**src/rtl/multimode_flop_reg.sv**
```systemverilog
// Multi-mode register bank: WIDTH independent bits, each acting as a D, T, JK or SR
// flop selected by a shared mode, with enable, synchronous clear, change strobe and sticky SR error.
module multimode_flop_reg #(
  parameter int          WIDTH       = 8,
  parameter logic [63:0] RESET_VALUE = 64'h0
) (
  input  logic             clk,
  input  logic             rst_n,
  input  logic             en,
  input  logic             clr,
  input  logic [1:0]       mode,
  input  logic [WIDTH-1:0] a,
  input  logic [WIDTH-1:0] b,
  input  logic             err_clr,
  output logic [WIDTH-1:0] q,
  output logic [WIDTH-1:0] qbar,
  output logic             changed,
  output logic             sr_err
);

  typedef enum logic [1:0] {
    MODE_D  = 2'b00,
    MODE_T  = 2'b01,
    MODE_JK = 2'b10,
    MODE_SR = 2'b11
  } mode_e;

  // Narrower WIDTH truncates the 64-bit parameter; a narrower override is already zero-extended.
  localparam logic [WIDTH-1:0] RST_V = RESET_VALUE[WIDTH-1:0];

  mode_e            mode_sel;
  logic [WIDTH-1:0] q_d, q_q;
  logic             changed_d, changed_q;
  logic             sr_err_d, sr_err_q;
  logic             sr_forbid;

  assign mode_sel = mode_e'(mode);

  // NOTE: every signal assigned in this block gets a default first, so no path can infer a latch.
  always_comb begin
    q_d       = q_q;
    sr_forbid = 1'b0;
    if (clr) begin
      q_d = RST_V;
    end else if (en) begin
      case (mode_sel)
        MODE_D:  q_d = a;
        MODE_T:  q_d = q_q ^ a;
        // J sets, K clears, both toggle, neither holds.
        MODE_JK: q_d = (a & ~q_q) | (~b & q_q);
        // S=R=1 is forbidden: that bit holds, exactly like S=R=0.
        MODE_SR: begin
          q_d       = (a & ~b) | (q_q & ~(a ^ b));
          sr_forbid = |(a & b);
        end
        default: q_d = q_q;
      endcase
    end
  end

  // With en=0 and clr=0 q_d equals q_q, so the strobe falls out of the comparison.
  always_comb begin
    changed_d = (q_d != q_q);
    sr_err_d  = sr_forbid | (sr_err_q & ~err_clr);
  end

  // NOTE: sequential state uses non-blocking assignments so every flop samples pre-edge values.
  always_ff @(posedge clk or negedge rst_n) begin
    if (!rst_n) begin
      q_q       <= RST_V;
      changed_q <= 1'b0;
      sr_err_q  <= 1'b0;
    end else begin
      q_q       <= q_d;
      changed_q <= changed_d;
      sr_err_q  <= sr_err_d;
    end
  end

  assign q       = q_q;
  assign qbar    = ~q_q;
  assign changed = changed_q;
  assign sr_err  = sr_err_q;

endmodule

```
**config.mk**
```make
export PLATFORM = sky130hd
export DESIGN_NAME = multimode_flop_reg
export DESIGN_NICKNAME = d
export VERILOG_FILES = /design/src/rtl/multimode_flop_reg.sv
export SDC_FILE = /design/constraint.sdc
export NUM_CORES = 1
export LEC_CHECK = 0
export CORE_UTILIZATION = 35
export CTS_BUF_LIST = sky130_fd_sc_hd__clkbuf_8
export DETAILED_ROUTE_END_ITERATION = 7
export GPL_TIMING_DRIVEN = 0
export PLACE_DENSITY_LB_ADDON = 0.2
export SLEW_MARGIN = 10
export SYNTH_ARGS = -nofsm -noshare
export SYNTH_HDL_FRONTEND = slang
export SYNTH_SLANG_ARGS = --single-unit
```
**constraint.sdc**
```tcl
create_clock -name clk -period 2 [get_ports clk]
set_clock_uncertainty 0.15 [all_clocks]
set_input_delay 0.2 -clock clk [delete_from_list [all_inputs] [get_ports clk]]
set_output_delay 0.2 -clock clk [all_outputs]
set_load 0.02 [all_outputs]
```
==> results by group, run 1 <==
Status
  – Run status: complete, no violations

Die
  – Initial Util: 36.8%
  – # rows: 21
  – IO Pins: 41
  – Chip Height: 61.7 microns
  – Core area: 3390 sq um
  – Die X: 61.7 microns
  – Die ar.: 3810 sq um

Layout
  – Share of cells above drive strength 1: 11.6%
  – Highest-count cells in the layout ignoring fill and taps: 28 x clkdlybuf4s50_1, 23 x inv_1, 17 x a21oi_1
  – Final core utilization: 52.9%
  – Most common library cell in the layout ignoring fill and taps: clkdlybuf4s50_1
  – Final Cell Area: 1790 sq um
  – Area delta synth->final: 43.6%
  – ANT cells: 0
  – Fin nets: 248
  – Final Non-Filler Cells: 253

STA
  – Slew HR: 69.9%
  – Fin crit share: 97.4%
  – Tmin final: 1950 ps
  – Slew Limit Fails: 0
  – Actual slew at the worst max-slew pin: 449 ps
  – Final worst setup slack: 53.0 ps
  – Setup-failing EPs final: 0
  – Max Clk Rate: 514 MHz
  – Hold Violations, Final: 0
  – Post-route setup TNS: 0 ps

Critical path
  – R2R Path Start: q[1]$_DFF_PN0_
  – Crit end category: flip-flop
  – Worst path max stage delay: 500 ps
  – Buf/Inv on CP: 2
  – Worst endpoint data arrival time: 1960 ps
  – Reg2Reg Depth: 6
  – Worst EP required: 2010 ps
  – CP max-delay cell: clkdlybuf4s50_1
  – CP delay by family, top: compound AO/OA/AOI/OAI gates
  – Setup CP Type: input pin to flip-flop
  – Critical Path Stages: 9
  – Crit path from: b[7]
  – R2r setup slk: 80 ps
  – Worst path cell trace: clkdlybuf4s50_1, inv_1, ha_1, a21oi_1, nor2b_1, o21ai_1, o311ai_2, o311a_1, nand3_1
  – Worst Path Max Fanout: 3
  – CP Launch Type: input pin

CTS
  – Clk root buf: clkbuf_8
  – CTS tree: built
  – Cts bufs inserted: 3
  – H-tree levels: 1
  – Clock Latency Late Sink: 230 ps
  – Max clock buf depth: 2
  – CTS sink count: 10
  – Reg clk slew, reported paths: 40 ps

Route
  – Drt drc: 0
  – Iteration-0 DRC Markers: 80
  – Routed Antenna Nets: 0
  – Routed WL per cell: 14.7 microns
  – Vias: 1,376
  – Drt via density: 5.44
  – Drt total wl: 3710 microns
  – 1st-pass router iterations: 4

Logic synthesis
  – Share of async-settable or async-resettable flops after synthesis: 100%
  – Synth Instances: 162
  – Synth Area per Inst: 7.71 sq um
  – Synth Flop Type: dfrtp_1
  – Syn_nets: 201
  – Post-synth EDFFs: 0
  – Library cells used by synthesis: 39
  – #FFs+latches synth: 10
  – Mapped Area: 1250 sq um
  – Yosys warns: 0
  – Sequential share of the synthesized area: 20.0%

Pwr
  – PD cells: 455 nW/um^2
  – Switching Share: 35.7%
  – Clock power frac: 24.7%
  – Combinational power share: 45.7%
  – Switch Pwr: 0.000291 W
  – Internal power: 0.000525 W
  – Worst vdd ir: 0.364 mV
  – Flop pwr share: 29.6%
  – P_leak: 0.808 nW

Flow run
  – MaxCap Viol Count: 0

Placed design
  – Port Buffers: 38
  – Dpl ws: -396 ps
  – Dpl cell area: 1690 sq um
  – Placed cells: 246
  – Detail Placement HPWL: 2860 microns
  – Routability Congestion: 0.845

Min path
  – Min-Delay Path Class: input pin to asynchronous set/reset pin

GRT
  – Pin count of the biggest net entering global routing: 11
  – Initial antenna violation count: 0
  – Gr ovfl total: 0
  – Global-route wire length before repair: 5910 microns
  – Vias in the first global route: 1,311
  – Overall Global Routing Usage: 20.9%
cell type report:
class / instances / area [sq um]
inverter: 23 / 86.3
fill: 335 / 1600
multi-input combinational: 120 / 890
sequential: 10 / 251
timing repair buffer: 42 / 409
tap: 46 / 57.6
clock buffer: 3 / 41.3
buffer: 9 / 57.6
power groups by stage:
stage	clock [W]	combinational [W]	sequential, W
after floorplan	0	0.000181	0.000259
after global placement	0	0.000351	0.000243
after detailed placement	0	0.000354	0.000244
after CTS	0.000208	0.000362	0.000242
after global routing	0.000218	0.000409	0.000244
final	0.000201	0.000373	0.000241
state kept, by name (all words and copies together) (netlist names):
register,flops
q,8
changed,1
sr_err,1
cells in the mapped netlist (all sizes together), types with 2 or more instances:
master	number	area [sq um]
a211o	2	17.5
a21oi	18	90.1
a22oi	2	15.0
buf	7	43.8
clkbuf	2	7.51
dfrtp	10	250
ha	16	200
inv	23	86.3
maj3	3	31.3
mux2i	3	30.0
nand2	9	33.8
nand2b	3	18.8
nand4	2	12.5
nor2	10	37.5
nor3	2	10.0
nor4	2	12.5
o21ai	17	85.1
o221ai	7	67.6
o22ai	7	43.8
xnor2	3	26.3
layer usage:
layer	vias up	GRT usage [%]	part of all wire [%]	wire length, microns
li1	682	-	-	-
met1	637	29.2	47	1740
met2	53	33.8	46	1720
met3	4	2.48	5.9	218
met4	0	6.67	1.0	38
met5	-	0	0	0
path summary, 6_finish.rpt:
path / end
min in group clk: q[7]$_DFF_PN0_
worst max register to register: changed$_DFF_PN0_
worst min-delay path: changed$_DFF_PN0_
max in group asynchronous: q[1]$_DFF_PN0_
worst max-delay path: changed$_DFF_PN0_
worst min register to register: sr_err$_DFF_PN0_
worst reg2reg max path: cells and delay by family (launching register included):
kind / cells / cell delay, ps
flip-flops: 1 / 430
AO/OA/AOI/OAI: 3 / 470
AND/OR/NAND/NOR: 2 / 410
adder cells (fa/ha/maj): 1 / 320
logic make-up after synthesis:
group           Yosys count  share of synthesized area [%]
compound gates           63                           33.3
flops                    10                           20.0
simple gates             32                           12.6
mux                       3                           2.40
fa+ha+maj                19                           18.5
xor+xnor                  3                           2.10
buf+inv                  32                           11.0
metrics by stage:
stage	total power [W]	hold WS [ps]
2_1_floorplan	0.000440	-246
3_3_place_gp	0.000594	381
3_5_place_dp	0.000598	387
4_1_cts	0.000812	139
5_1_grt	0.000871	170
6_report	0.000816	137
timing repair:
item | 4_1_cts | 5_1_grt
endpoints found under the setup margin | 1 | 1
resized for setup | 13 | 8
hold buffers | 0 | 0
hold endpoints to repair | 0 | 0
setup buffers | 2 | 2
cloned | 0 | 0
pin swaps | 3 | 1
(Power assumes the default switching activity.)
==> run 2, diff against run 1 <==
==> constraint.sdc (replaced) <==
create_clock -name clk -period 2 [get_ports clk]
set_clock_uncertainty 0.15 [all_clocks]
set_input_delay 0.3 -clock clk [delete_from_list [all_inputs] [get_ports clk]]
set_output_delay 0.3 -clock clk [all_outputs]
set_load 0.02 [all_outputs]
==> results by group, run 2 (synthesis gave the netlist of run 1 again) <==
Route
  – 1st-pass router iterations: 4 (unchanged)
  – Iteration-0 DRC Markers: 66 (was 80)
  – Routed Antenna Nets: 0 (unchanged)
  – Drt drc: 0 (unchanged)
  – Vias: 1,351 (was 1,376)
  – Drt total wl: 3640 microns (was 3710 microns)
  – Drt via density: 5.36 (was 5.44)
  – Routed WL per cell: 14.4 microns (was 14.7 microns)

CTS
  – Reg clk slew, reported paths: 40 ps (about the same)
  – CTS sink count: 10 (unchanged)
  – CTS tree: built (unchanged)
  – Cts bufs inserted: 3 (unchanged)
  – Clk root buf: clkbuf_8 (unchanged)
  – Max clock buf depth: 2 (unchanged)
  – Clock Latency Late Sink: 230 ps (about the same)
  – H-tree levels: 1 (unchanged)

Die
  – IO Pins: 41 (unchanged)
  – # rows: 21 (unchanged)
  – Die ar.: 3810 sq um (unchanged)
  – Initial Util: 36.8% (unchanged)
  – Die X: 61.7 microns (unchanged)
  – Core area: 3390 sq um (unchanged)
  – Chip Height: 61.7 microns (unchanged)

GRT
  – Vias in the first global route: 1,326 (was 1,311)
  – Pin count of the biggest net entering global routing: 11 (unchanged)
  – Initial antenna violation count: 0 (unchanged)
  – Overall Global Routing Usage: 21.0% (was 20.9%)
  – Global-route wire length before repair: 5940 microns (was 5910 microns)
  – Gr ovfl total: 0 (unchanged)

Placed design
  – Port Buffers: 38 (unchanged)
  – Placed cells: 246 (unchanged)
  – Routability Congestion: 0.845 (unchanged)
  – Dpl cell area: 1690 sq um (unchanged)
  – Detail Placement HPWL: 2860 microns (unchanged)

STA
  – Tmin final: 1910 ps (was 1950 ps)
  – Setup-failing EPs final: 0 (unchanged)
  – Post-route setup TNS: 0 ps (unchanged)
  – Max Clk Rate: 523 MHz (was 514 MHz)
  – Actual slew at the worst max-slew pin: 450 ps (was 449 ps)
  – Slew HR: 69.9% (about the same)
  – Slew Limit Fails: 0 (unchanged)
  – RSZ-0062 raised after global routing: false
  – Hold Violations, Final: 0 (unchanged)
  – Fin crit share: 95.5% (was 97.4%)

Layout
  – Final Non-Filler Cells: 252 (was 253)
  – Fin nets: 247 (was 248)
  – Final core utilization: 52.4% (was 52.9%)
  – Highest-count cells in the layout ignoring fill and taps: 23 x inv_1, 23 x clkdlybuf4s50_1, 17 x a21oi_1 (was 28 x clkdlybuf4s50_1, 23 x inv_1, 17 x a21oi_1)
  – ANT cells: 0 (unchanged)
  – Final Cell Area: 1780 sq um (was 1790 sq um)
  – Share of cells above drive strength 1: 11.7% (was 11.6%)
  – Area delta synth->final: 42.2% (was 43.6%)
  – Max reg flops: 8 (unchanged)

Critical path
  – Setup CP Type: flip-flop to output port (was input pin to flip-flop)
  – Worst endpoint data arrival time: 1460 ps (was 1960 ps)
  – Worst Path Max Fanout: 6 (was 3)
  – Crit end category: output port (was flip-flop)
  – Worst path cell trace: inv_1, clkdlybuf4s50_1 (was clkdlybuf4s50_1, inv_1, ha_1, a21oi_1, nor2b_1, o21ai_1, o311ai_2, o311a_1, nand3_1)
  – Worst path max stage delay: 630 ps (was 500 ps)
  – Reg2Reg Depth: 6 (unchanged)
  – CP Launch Type: flip-flop (was input pin)
  – Worst EP required: 1550 ps (was 2010 ps)
  – CP max-delay cell: clkdlybuf4s50_1 (unchanged)

Flow run
  – MaxCap Viol Count: 0 (unchanged)

Pwr
  – PD cells: 456 nW/um^2 (was 455 nW/um^2)
  – P_leak: 0.802 nW (was 0.808 nW)
  – Worst vdd ir: 0.364 mV (about the same)

Min path
  – Min-Delay Path Class: input pin to asynchronous set/reset pin (unchanged)

Status
  – Run status: complete, no violations (unchanged)
run 2: changes by cell type in the layout (fill, tap and decap cells not counted):
cell / change
clkdlybuf4s50_1: -5
dlygate4sd2_1: +4
buf_4: -1
clkbuf_2: +1
dfrtp_1: +1
dfrtp_2: -1
nand2_1: -1
nand2_2: +1
o221ai_1: -1
o221ai_2: +1
o311ai_1: +1
o311ai_2: -1
run 2: critical path: cells and delay by family (launching register included):
| family | cells | cell delay, ps |
|---|---|---|
| flip-flops | 1 | 430 |
| buffers and inverters | 2 | 800 |
run 2: timing repair:
| item | in CTS | in global routing |
|---|---|---|
| gates resized for setup | 20 | 8 |
| setup buffers | 2 | 1 |
| setup endpoints to repair | 1 | 2 |
| pin swaps | 4 | 4 |
| hold buffers | 0 | 0 |
run 2: stage by stage:
stage	power [W]	worst slack, ps	hold slack (ps)
after floorplan	0.000440	176	-146
after global placement	0.000594	-456	381
after detailed placement	0.000598	-496	387
after CTS	0.000810	16.2	239
after global routing	0.000865	5.44	270
final	0.000809	89.1	236
run 2: cell type report:
type / count / area, sq um
buffer: 9 / 57.6
fill: 336 / 1610
inverter: 23 / 86.3
sequential: 10 / 250
timing repair buffer: 41 / 392
clock buffer: 3 / 41.3
multi-input combinational: 120 / 891
tap: 46 / 57.6
run 2: power breakdown:
part	leakage [nW]	switching [W]	internal, W
Combinational	0.651	0.000196	0.000169
Sequential	0.129	0.0000231	0.000219
Clock	0.0216	0.0000706	0.000131
Total	0.802	0.000290	0.000519
run 2: per-layer routing:
metal	up-vias	wire length, microns	track usage [%]	share of wire [%]
met4	0	38	6.67	1.0
met1	609	1720	29.1	47
met3	4	246	2.48	6.8
li1	684	-	-	-
met2	54	1630	34.3	45
met5	-	0	0	0
run 2: final timing paths:
path                                   from                end  slack (ps)
max                          q[5]$_DFF_PN0_            qbar[5]          90
min                                   rst_n  changed$_DFF_PN0_         240
max reg2reg                  q[1]$_DFF_PN0_  changed$_DFF_PN0_         100
min reg2reg                sr_err$_DFF_PN0_   sr_err$_DFF_PN0_         390
max in group asynchronous             rst_n     q[1]$_DFF_PN0_        1160
min in group clk                         en     q[4]$_DFF_PN0_         390
==> run 3, diff against run 2 <==
Settings changed: CORE_UTILIZATION 35 to 48.
==> results by group, run 3 (synthesis gave the netlist of run 1 again) <==
Status
  – Run status: complete, no violations (unchanged)

Critical path
  – CP Launch Type: flip-flop (unchanged)
  – Reg2reg end: changed$_DFF_PN0_ (unchanged)
  – Worst EP required: 1550 ps (about the same)
  – R2r setup slk: 140 ps (was 100 ps)
  – R2R Path Start: q[1]$_DFF_PN0_ (unchanged)
  – Worst Path Max Fanout: 6 (unchanged)
  – Setup CP Type: flip-flop to output port (unchanged)
  – Worst endpoint data arrival time: 1480 ps (was 1460 ps)
  – Reg2Reg Depth: 6 (unchanged)
  – Crit end category: output port (unchanged)
  – Crit path from: q[5]$_DFF_PN0_ (unchanged)

GRT
  – Vias in the first global route: 1,291 (was 1,326)
  – Initial antenna violation count: 0 (unchanged)
  – Gr ovfl total: 0 (unchanged)
  – Global-route wire length before repair: 6080 microns (was 5940 microns)
  – Overall Global Routing Usage: 29.8% (was 21.0%)
  – Pin count of the biggest net entering global routing: 11 (unchanged)

CTS
  – CTS sink count: 10 (unchanged)
  – Reg clk slew, reported paths: 40 ps (about the same)
  – CTS tree: built (unchanged)
  – Cts bufs inserted: 3 (unchanged)
  – Hold_buf cts: 0 (unchanged)
  – Max clock buf depth: 2 (unchanged)
  – Clk root buf: clkbuf_8 (unchanged)
  – H-tree levels: 1 (unchanged)
  – Clock Latency Late Sink: 230 ps (about the same)

Pwr
  – Internal power: 0.000525 W (was 0.000519 W)
  – Worst vdd ir: 0.469 mV (was 0.364 mV)
  – Flop pwr share: 29.6% (was 29.9%)
  – PD cells: 459 nW/um^2 (was 456 nW/um^2)
  – Combinational power share: 46.2% (was 45.2%)
  – P_leak: 0.825 nW (was 0.802 nW)
  – Switching Share: 36.0% (was 35.9%)
  – Switch Pwr: 0.000296 W (was 0.000290 W)
  – Clock power frac: 24.3% (was 24.9%)

Layout
  – Multi-input logic area: 901 sq um (was 891 sq um)
  – ANT cells: 0 (unchanged)
  – Most common library cell in the layout ignoring fill and taps: clkdlybuf4s50_1
  – Final core utilization: 72.2% (was 52.4%)
  – Highest-count cells in the layout ignoring fill and taps: 24 x clkdlybuf4s50_1, 23 x inv_1, 17 x a21oi_1 (was 23 x inv_1, 23 x clkdlybuf4s50_1, 17 x a21oi_1)
  – Storage element area: 250 sq um (unchanged)
  – Share of cells above drive strength 1: 13.0% (was 11.7%)
  – Fin nets: 249 (was 247)
  – FILL cells: 210 (was 336)
  – Final Non-Filler Cells: 238 (was 252)
  – Area delta synth->final: 43.3% (was 42.2%)
  – Max reg flops: 8 (unchanged)

STA
  – Slew Limit Fails: 0 (unchanged)
  – Setup-failing EPs final: 0 (unchanged)
  – Hold Violations, Final: 0 (unchanged)
  – Fin crit share: 96.3% (was 95.5%)
  – Max Clk Rate: 519 MHz (was 523 MHz)
  – Tmin final: 1930 ps (was 1910 ps)
  – Actual slew at the worst max-slew pin: 485 ps (was 450 ps)
  – Slew HR: 67.7% (was 69.9%)

Route
  – Iteration-0 DRC Markers: 72 (was 66)
  – Routed WL per cell: 16.2 microns (was 14.4 microns)
  – Vias: 1,429 (was 1,351)
  – Met3 wire len: 235 microns (was 246 microns)
  – Drt drc: 0 (unchanged)
  – Drt total wl: 3860 microns (was 3640 microns)
  – Top routing layer in use: met4 (unchanged)
  – Routed Antenna Nets: 0 (unchanged)
  – Drt via density: 6.00 (was 5.36)
  – 1st-pass router iterations: 4 (unchanged)
  – Routed met2 length: 1790 microns (was 1630 microns)
  – Met1 wire length: 1770 microns (was 1720 microns)

Min path
  – Min-Delay Path Class: input pin to asynchronous set/reset pin (unchanged)

Flow run
  – MaxCap Viol Count: 0 (unchanged)

Placed design
  – Port Buffers: 38 (unchanged)
  – Routability Congestion: 0.914 (was 0.845)
  – Detail Placement HPWL: 2890 microns (was 2860 microns)
  – Placed cells: 230 (was 246)

Die
  – Chip Height: 53.0 microns (was 61.7 microns)
  – Core area: 2480 sq um (was 3390 sq um)
  – IO Pins: 41 (unchanged)
  – # rows: 18 (was 21)
  – Die ar.: 2810 sq um (was 3810 sq um)
  – Die X: 53.0 microns (was 61.7 microns)
  – Initial Util: 50.4% (was 36.8%)
## run 3: changes by cell type in the layout (fill, tap and decap cells not counted), sizes merged
cell / delta
clkdlybuf4s50: +1
dlygate4sd2: -3
dlymetal6s2s: +2
buf: +2
clkbuf: -1
clkdlybuf4s15: +1
## run 3: power by group through the flow
stage                     clock network, W  logic, W  registers, W
final                             0.000199  0.000379      0.000243
after global routing              0.000218  0.000411      0.000245
after CTS                         0.000212  0.000372      0.000242
after detailed placement                 0  0.000355      0.000244
after global placement                   0  0.000348      0.000243
after floorplan                          0  0.000181      0.000259
## run 3: routing by layer
metal,vias up,global-route usage [%]
li1,684,-
met2,70,47.7
met3,8,1.44
met1,667,42.1
met5,-,0
met4,0,10.5
## run 3: layout make-up
cell class                 count  area share (%)
multi-input combinational    120            50.3
timing repair buffer          43            23.2
sequential                    10            14.0
inverter                      23            4.83
buffer                         9            3.22
clock buffer                   3            2.31
tap                           30            2.10
## run 3: worst max-delay path, cell delays in order (launching register included)
cell and delay, ps:
dfrtp_1 440, inv_1 180, clkdlybuf4s50_1 630
## run 3: worst max path at each step
stage | cells past startpoint | slack [ps] | endpoint
6_report | 2 | 70 | qbar[5]
4_1_cts | 8 | 8 | changed$_DFF_PN0_
3_5_place_dp | 9 | -450 | changed$_DFF_PN0_
2_1_floorplan | 6 | 180 | changed$_DFF_PN0_
3_3_place_gp | 8 | -480 | changed$_DFF_PN0_
5_1_grt | 7 | -20 | changed$_DFF_PN0_
## run 3: timing repair
action | CTS | global route
cloned | 2 | 0
setup endpoints to repair | 2 | 2
resized for setup | 22 | 7
buffers inserted | 2 | 1
pin swaps | 4 | 1
## run 3: metrics by stage
stage,power (W),hold WS (ps),area [sq um],setup TNS [ps],setup WS (ps)
3_3_place_gp,0.000590,379,1670,-1580,-479
6_report,0.000821,220,1790,0,73.3
4_1_cts,0.000825,226,1770,0,8.44
5_1_grt,0.000874,257,1790,-19.9,-19.9
3_5_place_dp,0.000599,391,1670,-1820,-455
2_1_floorplan,0.000440,-146,1250,0,176
